<file path="src/rtl/mbr_mem_seq.sv">
// Memory buffer register with a small RAM-access sequencer for the accumulator CPU.
// Handles one CU command per handshake: load from a datapath channel, RAM read, or RAM write.
module mbr_mem_seq #(
    parameter int unsigned DATA_W   = 16,
    parameter int unsigned ADDR_W   = 8,
    parameter int unsigned NSRC     = 4,
    parameter int unsigned WAIT_CYC = 2
) (
    input  logic                   clk,
    input  logic                   rst,
    input  logic                   cmd_valid,
    output logic                   cmd_ready,
    input  logic [1:0]             cmd_op,
    input  logic [3:0]             cmd_src,
    input  logic [ADDR_W-1:0]      cmd_addr,
    input  logic [NSRC*DATA_W-1:0] src_data,
    output logic                   mem_en,
    output logic                   mem_we,
    output logic [ADDR_W-1:0]      mem_addr,
    output logic [DATA_W-1:0]      mem_wdata,
    input  logic [DATA_W-1:0]      mem_rdata,
    output logic [DATA_W-1:0]      mbr_q,
    output logic [DATA_W/2-1:0]    mbr_lo,
    output logic [DATA_W/2-1:0]    mbr_hi,
    output logic                   done,
    output logic                   err
);

    localparam logic [1:0] OpLoad  = 2'b00;
    localparam logic [1:0] OpRead  = 2'b01;
    localparam logic [1:0] OpWrite = 2'b10;
    localparam logic [1:0] OpNop   = 2'b11;

    localparam logic [3:0] WaitCnt = 4'(WAIT_CYC);

    if (DATA_W < 8 || (DATA_W % 2) != 0) begin : g_bad_data_w
        $error("mbr_mem_seq: DATA_W must be even and at least 8");
    end
    if (NSRC < 1 || NSRC > 16) begin : g_bad_nsrc
        $error("mbr_mem_seq: NSRC must be in 1..16");
    end
    if (WAIT_CYC > 15) begin : g_bad_wait
        $error("mbr_mem_seq: WAIT_CYC must be in 0..15");
    end

    typedef enum logic [0:0] {StIdle, StMem} state_e;

    state_e              state_q, state_d;
    logic [DATA_W-1:0]   mbr_d;
    logic                mem_en_q, mem_en_d;
    logic                mem_we_q, mem_we_d;
    logic [ADDR_W-1:0]   mem_addr_q, mem_addr_d;
    logic [DATA_W-1:0]   mem_wdata_q, mem_wdata_d;
    logic [3:0]          cnt_q, cnt_d;
    logic                done_q, done_d;
    logic                err_q, err_d;

    logic                accept;
    logic [DATA_W-1:0]   src_sel;
    logic                src_ok;

    // Ready is forced low during reset so no command can slip in on a reset edge.
    assign cmd_ready = (state_q == StIdle) && !rst;
    assign accept    = cmd_valid && cmd_ready;

    // Channel mux; out-of-range indices leave src_ok low and never index src_data.
    always_comb begin
        src_sel = '0;
        src_ok  = 1'b0;
        for (int k = 0; k < int'(NSRC); k++) begin
            if (cmd_src == 4'(k)) begin
                src_sel = src_data[k*DATA_W +: DATA_W];
                src_ok  = 1'b1;
            end
        end
    end

    always_comb begin
        state_d     = state_q;
        mbr_d       = mbr_q;
        mem_en_d    = mem_en_q;
        mem_we_d    = mem_we_q;
        mem_addr_d  = mem_addr_q;
        mem_wdata_d = mem_wdata_q;
        cnt_d       = cnt_q;
        done_d      = 1'b0;
        err_d       = 1'b0;

        unique case (state_q)
            StIdle: begin
                if (accept) begin
                    unique case (cmd_op)
                        OpLoad: begin
                            done_d = 1'b1;
                            if (src_ok) begin
                                mbr_d = src_sel;
                            end else begin
                                err_d = 1'b1;
                            end
                        end
                        OpRead, OpWrite: begin
                            mem_addr_d  = cmd_addr;
                            mem_wdata_d = mbr_q;
                            cnt_d       = WaitCnt;
                            mem_en_d    = 1'b1;
                            mem_we_d    = (cmd_op == OpWrite);
                            state_d     = StMem;
                        end
                        OpNop: begin
                            done_d = 1'b1;
                        end
                        default: begin
                            done_d = 1'b1;
                        end
                    endcase
                end
            end
            StMem: begin
                if (cnt_q == 4'd0) begin
                    // mem_we_q still tells read from write in the final cycle.
                    if (!mem_we_q) begin
                        mbr_d = mem_rdata;
                    end
                    state_d  = StIdle;
                    mem_en_d = 1'b0;
                    mem_we_d = 1'b0;
                    done_d   = 1'b1;
                end else begin
                    cnt_d = cnt_q - 4'd1;
                end
            end
            default: begin
                state_d = StIdle;
            end
        endcase
    end

    always_ff @(posedge clk) begin
        if (rst) begin
            state_q     <= StIdle;
            mbr_q       <= '0;
            mem_en_q    <= 1'b0;
            mem_we_q    <= 1'b0;
            mem_addr_q  <= '0;
            mem_wdata_q <= '0;
            cnt_q       <= 4'd0;
            done_q      <= 1'b0;
            err_q       <= 1'b0;
        end else begin
            state_q     <= state_d;
            mbr_q       <= mbr_d;
            mem_en_q    <= mem_en_d;
            mem_we_q    <= mem_we_d;
            mem_addr_q  <= mem_addr_d;
            mem_wdata_q <= mem_wdata_d;
            cnt_q       <= cnt_d;
            done_q      <= done_d;
            err_q       <= err_d;
        end
    end

    assign mem_en    = mem_en_q;
    assign mem_we    = mem_we_q;
    assign mem_addr  = mem_addr_q;
    assign mem_wdata = mem_wdata_q;
    assign done      = done_q;
    assign err       = err_q;
    assign mbr_lo    = mbr_q[DATA_W/2-1:0];
    assign mbr_hi    = mbr_q[DATA_W-1:DATA_W/2];

endmodule
</file>
<file path="config.mk">
export PLATFORM = sky130hd
export DESIGN_NAME = mbr_mem_seq
export DESIGN_NICKNAME = d
export VERILOG_FILES = /design/src/rtl/mbr_mem_seq.sv
export SDC_FILE = /design/constraint.sdc
export NUM_CORES = 1
export LEC_CHECK = 0
export CORE_UTILIZATION = 38
export DETAILED_ROUTE_END_ITERATION = 6
export GPL_TIMING_DRIVEN = 1
export PLACE_DENSITY = 0.78
export SLEW_MARGIN = 20
export SYNTH_ARGS = -nofsm -noshare
export SYNTH_HDL_FRONTEND = slang
export SYNTH_SLANG_ARGS = --single-unit
</file>
<file path="constraint.sdc">
create_clock -name clk -period 1.85 [get_ports clk]
set_clock_uncertainty 0.1 [all_clocks]
set_input_delay 0.37 -clock clk [delete_from_list [all_inputs] [get_ports clk]]
set_output_delay 0.37 -clock clk [all_outputs]
set_load 0.1 [all_outputs]
</file>
==> impl_metrics.env, run 1 <==
export IMPL_status="completed"
export IMPL_num_antenna_cells=0
export IMPL_cts_root_buffer="clkbuf_8"
export IMPL_fin_area_mm2=0.00538
export IMPL_cts_tree="built"
export IMPL_track_usage=0.234
export IMPL_grt_pass1_vias=2837
export IMPL_p_sw_w=0.000928
export IMPL_fill_cells=435
export IMPL_max_freq_mhz=563
export IMPL_htree_levels=2
export IMPL_routed_via_density=5.14
export IMPL_slew_violations=0
export IMPL_synth_fp_nets=417
export IMPL_chipWidth_um=87.0
export IMPL_tightest_slew_ns=0.408
export IMPL_ys_ff_latch=49
export IMPL_wl_met1_mm=3.66
export IMPL_reg2reg_from="cnt_q[1]$_SDFFE_PP0P_"
export IMPL_io_buffer_count=157
export IMPL_synth_edf_count=0
export IMPL_setup_viol_count_final=0
export IMPL_arrival_ns=1.87
export IMPL_min_period_ns=1.78
export IMPL_cp_max_fo=12
export IMPL_cp_end_kind="flip-flop"
export IMPL_fin_nets=566
export IMPL_wire_per_inst_um=15.7
export IMPL_synthFlopType="dfxtp_1"
export IMPL_syn_inst=316
export IMPL_area_delta_synth_final_pct=95.9
export IMPL_placed_area_mm2=0.00502
export IMPL_cts_sinks=49
export IMPL_drt_first_pass_iters=4
export IMPL_hold_viol=0
export IMPL_clock_power_share=0.270
export IMPL_slew_limit_headroom=0.728
export IMPL_cp_start_kind="input port"
export IMPL_numCtsBuffers=5
export IMPL_globalplace_congestion=0.849
export IMPL_grt_pass1_wl_mm=13.8
export IMPL_async_flop_share=0
export IMPL_grt_start_max_net_pins=29
export IMPL_pwr_share_comb=0.345
export IMPL_top_layer="met4"
export IMPL_cap_violations=0
export IMPL_worstPathRequired_ns=1.94
export IMPL_p_leak_nw=2.07
export IMPL_die_y_um=87.0
export IMPL_synthesis_area_mm2=0.00275
export IMPL_wl_met3_um=640
export IMPL_critPathLaunch="cmd_src[3]"
export IMPL_synth_avg_cell_area_um2=8.69
export IMPL_wirelength_mm=8.80
export IMPL_hold_class="in2reg"
export IMPL_dr_first_iter_drc_count=109
export IMPL_clk_latency_ns=0.30
export IMPL_antenna_found_initial=0
export IMPL_place_hpwl_mm=6.80
export IMPL_coreArea_mm2=0.00687
export IMPL_vias=2889
export IMPL_ys_types=35
export IMPL_power_density_mw_per_mm2=549
export IMPL_holdCritStartpoint="rst"
export IMPL_ctsHoldBuffers=0
export IMPL_drive_above_1_share=0.335
export IMPL_ys_seq_area_frac=0.357
export IMPL_postLayoutCoreUtil=0.783
export IMPL_post_route_period_util=0.961
export IMPL_num_io_pins=158
export IMPL_clk_pin_slew_ns=0.09
export IMPL_row_count=30
export IMPL_vdd_drop_max_v=0.000372
export IMPL_crit_type="in2reg"
export IMPL_start_util=0.400
export IMPL_ctsLongestPathBuffers=2
export IMPL_routed_wl_met2_mm=4.41
export IMPL_die_area_mm2=0.00757
export IMPL_overflow=0
export IMPL_detail_route_antenna_nets=0
export IMPL_p_int_w=0.00202
export IMPL_switching_share=0.315
export IMPL_drc_errors=0
export IMPL_ys_warnings_count=0
export IMPL_seqPwrFrac=0.385
-- kinds of logic (layout without fill, tap and decap cells) --
kind of cell	Yosys count	count (layout)	share of synthesized area
buffers and inverters	60	210	0.119
flip-flops	49	49	0.357
multiplexers	6	6	0.0492
adder cells (fa/ha/maj)	4	4	0.0182
AND/OR/NAND/NOR	125	125	0.244
AO/OA/AOI/OAI	72	72	0.212
-- area by class of cell --
| type | count | area (um^2) | share of cell area |
|---|---|---|---|
| Sequential cell | 49 | 1000 | 0.186 |
| Inverter | 15 | 56.3 | 0.0105 |
| Clock inverter | 2 | 37.5 | 0.00698 |
| Timing Repair Buffer | 187 | 2510 | 0.467 |
| Multi-Input combinational cell | 207 | 1570 | 0.292 |
| Tap cell | 96 | 120 | 0.0223 |
| Clock buffer | 6 | 82.6 | 0.0154 |
-- Yosys cell counts, drive strengths merged (7+ instances only) --
| cell | number | share of area |
|---|---|---|
| a21oi | 30 | 0.056 |
| a221oi | 25 | 0.080 |
| buf | 28 | 0.075 |
| clkbuf | 17 | 0.023 |
| dfxtp | 49 | 0.36 |
| inv | 15 | 0.021 |
| nand2 | 52 | 0.071 |
| nand2b | 10 | 0.023 |
| nand3b | 10 | 0.027 |
| nor2 | 14 | 0.019 |
| nor2b | 10 | 0.023 |
| nor3 | 7 | 0.013 |
| o41ai | 10 | 0.059 |
| or3 | 12 | 0.027 |
-- critical path, stage by stage --
cell and delay [ns]:
clkdlybuf4s50_1 0.42, or2_4 0.27, buf_8 0.15, a221oi_4 0.21, a221oi_2 0.12, o41ai_4 0.32
-- cell usage in the layout (no fill, tap or decap), types with 2 or more instances in the layout --
master	n
dfxtp_1	32
dfxtp_2	17
inv_1	14
clkdlybuf4s50_1	91
buf_6	2
buf_4	21
nand3b_1	10
nand2_1	52
dlygate4sd2_1	2
mux4_2	6
a21boi_1	2
nand2b_1	10
a221oi_1	15
clkbuf_8	6
a21oi_1	29
nor3_1	7
dlymetal6s2s_1	2
o21ai_0	2
nor2_1	12
buf_16	2
o41ai_2	9
a221oi_2	9
nor2b_1	10
buf_12	65
or3_1	12
ha_1	3
-- worst paths after layout --
path                                                    to  slack [ns]  cells past startpoint
worst max-delay path                 mbr_q[5]$_SDFFE_PP0P_        0.07                      6
worst max register to register      mbr_q[14]$_SDFFE_PP0P_        0.09                      6
worst min-delay path            mem_wdata[15]$_SDFFE_PP0P_        0.36                      3
worst min register to register       cnt_q[0]$_SDFFE_PP0P_        0.39                      2
-- stage by stage --
step,cells,power (W),setup TNS (ns),setup slack (ns),hold WS (ns)
after detailed placement,550,0.00211,-15.40,-0.418,0.374
after global routing,562,0.00307,-0.00931,-0.00931,0.372
after global placement,550,0.00210,-13.29,-0.358,0.358
after CTS,562,0.00295,0,0.00652,0.348
final,562,0.00295,0,0.0722,0.359
after floorplan,316,0.00166,0,0.0257,0.341
-- per-layer routing --
layer / up-vias / GRT usage
li1: 1402 / -
met2: 133 / 0.401
met1: 1346 / 0.302
met4: 0 / 0.0545
met5: - / 0
met3: 8 / 0.0455
-- registers in the layout (all words and copies together), names as in the netlist --
register   cells
done           1
mem_we         1
err            1
mem_addr       8
mem_wdata     16
mem_en         1
cnt_q          4
mbr_q         16
state_q        1
-- repair_timing --
| item | in CTS | in global routing |
|---|---|---|
| setup buffers | 2 | 0 |
| pin swaps | 7 | 5 |
| gates resized for setup | 29 | 10 |
| endpoints found under the setup margin | 33 | 20 |
| gates cloned | 2 | 0 |
-- power groups by stage --
stage / clock network, W / registers [W] / logic [W]
5_1_grt: 0.000864 / 0.00114 / 0.00106
3_3_place_gp: 0 / 0.00116 / 0.000936
3_5_place_dp: 0 / 0.00116 / 0.000950
6_report: 0.000796 / 0.00114 / 0.00102
2_1_floorplan: 0 / 0.00131 / 0.000353
4_1_cts: 0.000810 / 0.00114 / 0.00100
No activity file was read; power rests on OpenSTA's default activity.
==> run 2: changes to the inputs <==
- CAP_MARGIN: default -> 20
- CORE_UTILIZATION: 38 -> 40
- PLACE_DENSITY: 0.78 -> 0.82
- clock period: 1.85 -> 2.1 ns (I/O delays scaled with it)
==> run 2 against run 1 <==
Net effect:
- highest routed layer unchanged
- via count is 3.5% lower
- the run now ends with design-rule violations left
- critical path depth is 2 higher
- routed wire length is 13% lower
- non-clock buffer count is 9 lower
- combinational power is 24% lower
==> impl_metrics.env, run 2 (synthesized netlist as in run 1, its figures left out) <==
export IMPL_status="finished, violations left"
export IMPL_failed_checks="design-rule violations"
export IMPL_antenna_found_initial=0
export IMPL_cp_start_kind="input port"
export IMPL_timing_critical_path_to="cnt_q[1]$_SDFFE_PP0P_"
export IMPL_p_leak_nw=1.78
export IMPL_crit_type="in2reg"
export IMPL_hold_class="in2reg"
export IMPL_htree_levels=2
export IMPL_regArea_um2=981
export IMPL_drt_first_pass_iters=7
export IMPL_power_density_mw_per_mm2=517
export IMPL_numCtsBuffers=5
export IMPL_grt_pass1_wl_mm=12.2
export IMPL_place_hpwl_mm=6.20
export IMPL_slowest_delay_ns=0.45
export IMPL_arrival_ns=2.08
export IMPL_chipWidth_um=84.8
export IMPL_coreArea_mm2=0.00649
export IMPL_min_period_ns=1.97
export IMPL_power_total_w=0.00230
export IMPL_path_cells="clkdlybuf4s50_1 -> inv_1 -> ha_1 -> and4bb_2 -> a21oi_2 -> buf_4 -> nor2_1 -> a211oi_1"
export IMPL_setup_viol_count_final=0
export IMPL_slowest_stage="clkdlybuf4s50_1"
export IMPL_row_count=29
export IMPL_globalplace_congestion=0.807
export IMPL_ctsLongestPathBuffers=2
export IMPL_vdd_drop_max_v=0.000283
export IMPL_fill_cells=508
export IMPL_io_buffer_count=157
export IMPL_cts_tree="built"
export IMPL_rsz0062_at_grt="false"
export IMPL_ctsHoldBuffers=0
export IMPL_cap_violations=0
export IMPL_die_y_um=84.8
export IMPL_hold_viol=0
export IMPL_post_route_period_util=0.938
export IMPL_slew_limit_headroom=0.712
export IMPL_tightest_slew_ns=0.433
export IMPL_cts_setup_buffers=0
export IMPL_vias=2787
export IMPL_cp_end_kind="flip-flop"
export IMPL_max_freq_mhz=508
export IMPL_track_usage=0.214
export IMPL_drc_errors=10
export IMPL_die_area_mm2=0.00720
export IMPL_clk_pin_slew_ns=0.09
export IMPL_final_common_cell="clkdlybuf4s50_1"
export IMPL_reg2reg_from="cnt_q[0]$_SDFFE_PP0P_"
export IMPL_dr_first_iter_drc_count=118
export IMPL_wire_per_inst_um=14.4
export IMPL_timing_rr_end="cnt_q[1]$_SDFFE_PP0P_"
export IMPL_cp_max_fo=5
export IMPL_drive_above_1_share=0.252
export IMPL_num_io_pins=158
export IMPL_cts_root_buffer="clkbuf_8"
export IMPL_wirelength_mm=7.70
export IMPL_fin_nets=557
export IMPL_critPathLaunch="cmd_op[0]"
export IMPL_num_antenna_cells=0
export IMPL_layout_cells_non_filler=534
export IMPL_area_delta_synth_final_pct=62.1
export IMPL_multi_input_area_mm2=0.00145
export IMPL_slew_violations=0
export IMPL_cts_sinks=49
export IMPL_start_util=0.423
export IMPL_mostFrequentLayoutCells="95 x clkdlybuf4s50_1, 65 x buf_4, 52 x nand2_1"
export IMPL_worstRegToRegCells=7
export IMPL_dp_cells=526
export IMPL_overflow=0
export IMPL_worstPathRequired_ns=2.22
export IMPL_grt_pass1_vias=2592
export IMPL_routed_via_density=5.22
export IMPL_timing_reg2reg_setup_slack_ns=0.18
export IMPL_detail_route_antenna_nets=0
export IMPL_clk_latency_ns=0.30
export IMPL_grt_start_max_net_pins=33
export IMPL_cts_resized_gates=0
run 2: changes by cell type in the layout (fill, tap and decap cells not counted), sizes merged:
cell and delta:
clkinv +2, dlygate4sd2 -2, clkbuf -1, buf -9, bufinv -1, clkdlybuf4s50 +4
dlymetal6s2s -2
run 2: worst max-delay path: cells and delay by family:
| kind | cells | cell delay, ns |
|---|---|---|
| AO/OA/AOI/OAI | 2 | 0.38 |
| adder cells (fa/ha/maj) | 1 | 0.31 |
| buffers and inverters | 3 | 0.66 |
| AND/OR/NAND/NOR | 2 | 0.31 |
run 2: how the worst min path moves through the flow:
stage	start	cells after the start	endpoint
after global routing	rst	3	mem_we$_SDFFE_PP0P_
after detailed placement	mem_wdata[7]$_SDFFE_PP0P_	2	mem_wdata[7]$_SDFFE_PP0P_
final	rst	3	mem_we$_SDFFE_PP0P_
after CTS	rst	3	mem_we$_SDFFE_PP0P_
after floorplan	cnt_q[0]$_SDFFE_PP0P_	2	cnt_q[0]$_SDFFE_PP0P_
after global placement	mem_addr[3]$_SDFFE_PP0P_	2	mem_addr[3]$_SDFFE_PP0P_
run 2: metrics by stage:
step	setup TNS, ns	util	hold WS [ns]	cell area (um^2)	setup slack, ns
after floorplan	0	-	0.341	2750	0.148
after global placement	-2.04	0.672	0.343	4360	-0.116
after detailed placement	-3.23	0.672	0.349	4360	-0.194
after CTS	0	0.685	0.352	4450	0.134
after global routing	0	0.685	0.358	4450	0.0446
final	0	0.685	0.357	4450	0.131
run 2: power by group:
group / total [W] / leakage (nW) / internal (W) / switching (W)
clock network: 0.000537 / 0.0439 / 0.000230 / 0.000307
logic: 0.000778 / 1.34 / 0.000349 / 0.000429
registers: 0.000987 / 0.397 / 0.000956 / 0.0000304
total: 0.00230 / 1.78 / 0.00154 / 0.000766
run 2: metal layers:
metal,vias up,share of wire,GRT usage
met2,123,0.47,0.359
met3,11,0.081,0.0535
met4,0,0.014,0.0647
met5,-,0,0
met1,1274,0.44,0.274
li1,1379,-,-
run 2: final cells by class:
class | count | area share
flip-flops and latches | 49 | 0.220
repair buffers | 178 | 0.401
clock buffers | 5 | 0.0155
inverters | 15 | 0.0127
multi-input cells | 207 | 0.325
clock inverters | 3 | 0.00394
well taps | 77 | 0.0217
==> run 3: changes to the inputs <==
- CTS_BUF_LIST: default -> sky130_fd_sc_hd__clkbuf_16
==> run 3 against run 2 <==
Net effect:
- the flow still finishes with violations (design-rule violations)
- routed wire length grew 0.12%
- global-route usage grew 0.18 points
- core utilization grew 0.87 points
- critical path depth is the same
- highest routed layer unchanged
- via count shrank 0.57%
- fmax shrank 0.69%
- clock power grew 42%
- largest power group unchanged
- sequential cell count is the same
==> impl_metrics.env, run 3 (synthesized netlist as in run 1, its figures left out) <==
export IMPL_htree_levels=2
export IMPL_post_route_period_util=0.944
export IMPL_reg2reg_from="cnt_q[0]$_SDFFE_PP0P_"
export IMPL_num_antenna_cells=0
export IMPL_cts_setup_buffers=0
export IMPL_track_usage=0.216
export IMPL_status="finished, violations left"
export IMPL_die_area_mm2=0.00720
export IMPL_coreArea_mm2=0.00649
export IMPL_grt_pass1_vias=2606
export IMPL_worstRegToRegCells=7
export IMPL_power_density_mw_per_mm2=561
export IMPL_fill_cells=504
export IMPL_hold_class="reg2reg"
export IMPL_cp_start_kind="input port"
export IMPL_clk_pin_slew_ns=0.06
export IMPL_dr_first_iter_drc_count=125
export IMPL_io_buffer_count=157
export IMPL_vias=2771
export IMPL_wire_per_inst_um=14.4
export IMPL_hold_viol=0
export IMPL_p_leak_nw=1.81
export IMPL_arrival_ns=2.08
export IMPL_clk_latency_ns=0.28
export IMPL_overflow=0
export IMPL_cts_sinks=49
export IMPL_timing_rr_end="cnt_q[1]$_SDFFE_PP0P_"
export IMPL_ctsHoldBuffers=0
export IMPL_cts_resized_gates=0
export IMPL_timing_reg2reg_setup_slack_ns=0.19
export IMPL_die_y_um=84.8
export IMPL_min_period_ns=1.98
export IMPL_min_to="mem_wdata[13]$_SDFFE_PP0P_"
export IMPL_mostFrequentLayoutCells="95 x clkdlybuf4s50_1, 65 x buf_4, 52 x nand2_1"
export IMPL_num_io_pins=158
export IMPL_area_delta_synth_final_pct=64.1
export IMPL_tightest_slew_ns=0.448
export IMPL_numCtsBuffers=5
export IMPL_failed_checks="design-rule violations"
export IMPL_final_common_cell="clkdlybuf4s50_1"
export IMPL_place_hpwl_mm=6.20
export IMPL_start_util=0.423
export IMPL_worstPathRequired_ns=2.20
export IMPL_cap_violations=0
export IMPL_clock_power_share=0.302
export IMPL_wirelength_mm=7.71
export IMPL_detail_route_antenna_nets=0
export IMPL_cp_max_fo=5
export IMPL_slew_limit_headroom=0.702
export IMPL_vdd_drop_max_v=0.000340
export IMPL_holdPathStages=2
export IMPL_seqPwrFrac=0.391
export IMPL_drive_above_1_share=0.252
export IMPL_rsz0062_at_grt="false"
export IMPL_crit_type="in2reg"
export IMPL_drt_first_pass_iters=7
export IMPL_p_sw_w=0.000787
export IMPL_grt_start_max_net_pins=33
export IMPL_chipWidth_um=84.8
export IMPL_max_freq_mhz=504
export IMPL_slew_violations=0
export IMPL_cts_tree="built"
export IMPL_cts_root_buffer="clkbuf_16"
export IMPL_grt_pass1_wl_mm=12.2
export IMPL_row_count=29
export IMPL_power_total_w=0.00253
export IMPL_fin_nets=557
export IMPL_ctsLongestPathBuffers=2
export IMPL_holdCritStartpoint="mem_wdata[13]$_SDFFE_PP0P_"
export IMPL_globalplace_congestion=0.807
export IMPL_antenna_found_initial=0
export IMPL_pwr_share_comb=0.307
export IMPL_switching_share=0.311
export IMPL_setup_viol_count_final=0
export IMPL_postLayoutCoreUtil=0.694
export IMPL_p_int_w=0.00174
export IMPL_drc_errors=11
export IMPL_cp_end_kind="flip-flop"
export IMPL_routed_via_density=5.19
[run 3: cell types whose count changed in the layout (fill, tap and decap cells not counted)]
| cell | previous run | this run |
|---|---|---|
| clkbuf_8 | 5 | 0 |
| clkbuf_16 | 0 | 5 |
[run 3: worst max-delay path: stages]
cell and delay (ns):
clkdlybuf4s50_1 0.48, inv_1 0.05, ha_1 0.29, and4bb_2 0.26
a21oi_2 0.18, buf_4 0.16, nor2_1 0.04, a211oi_1 0.20
[run 3: worst max path at each step]
stage / start / endpoint / slack, ns / cells past startpoint
after floorplan: mem_we$_SDFFE_PP0P_ / mbr_q[0]$_SDFFE_PP0P_ / 0.15 / 5
after global placement: cmd_src[0] / mbr_q[8]$_SDFFE_PP0P_ / -0.12 / 5
after detailed placement: cmd_op[0] / cnt_q[1]$_SDFFE_PP0P_ / -0.19 / 8
after CTS: cmd_src[3] / mbr_q[0]$_SDFFE_PP0P_ / 0.11 / 6
after global routing: cmd_src[3] / mbr_q[3]$_SDFFE_PP0P_ / 0.02 / 6
final: cmd_op[1] / cnt_q[1]$_SDFFE_PP0P_ / 0.12 / 8
[run 3: cell type report]
cell class                      count  area (um^2)  share of cell area
Timing Repair Buffer              178         1780               0.396
Clock buffer                        5          125              0.0278
Clock inverter                      3         17.5             0.00389
Tap cell                           77         96.3              0.0214
Sequential cell                    49          981               0.218
Inverter                           15         56.3              0.0125
Multi-Input combinational cell    207         1450               0.321
[run 3: stage by stage]
stage | TNS [ns] | cell area [um^2] | hold slack, ns | worst slack [ns] | instances
floorplan | 0 | 2750 | 0.341 | 0.148 | 316
global placement | -2.04 | 4360 | 0.343 | -0.116 | 526
detailed placement | -3.23 | 4360 | 0.349 | -0.194 | 526
CTS | 0 | 4510 | 0.358 | 0.113 | 534
global route | 0 | 4510 | 0.372 | 0.0242 | 534
finish | 0 | 4510 | 0.357 | 0.117 | 534
[run 3: power by group through the flow]
stage | Combinational [W] | Clock, W | Sequential (W)
detailed placement | 0.000780 | 0 | 0.00101
global route | 0.000822 | 0.000822 | 0.000992
CTS | 0.000782 | 0.000784 | 0.000988
finish | 0.000777 | 0.000764 | 0.000988
global placement | 0.000770 | 0 | 0.00101
floorplan | 0.000311 | 0 | 0.00115
[run 3: per-layer routing]
layer | track usage | up-vias | wire length (um)
met3 | 0.0564 | 8 | 655
met5 | 0 | - | 0
met1 | 0.276 | 1258 | 3340
met4 | 0.0647 | 0 | 80
met2 | 0.361 | 125 | 3640
li1 | - | 1380 | -
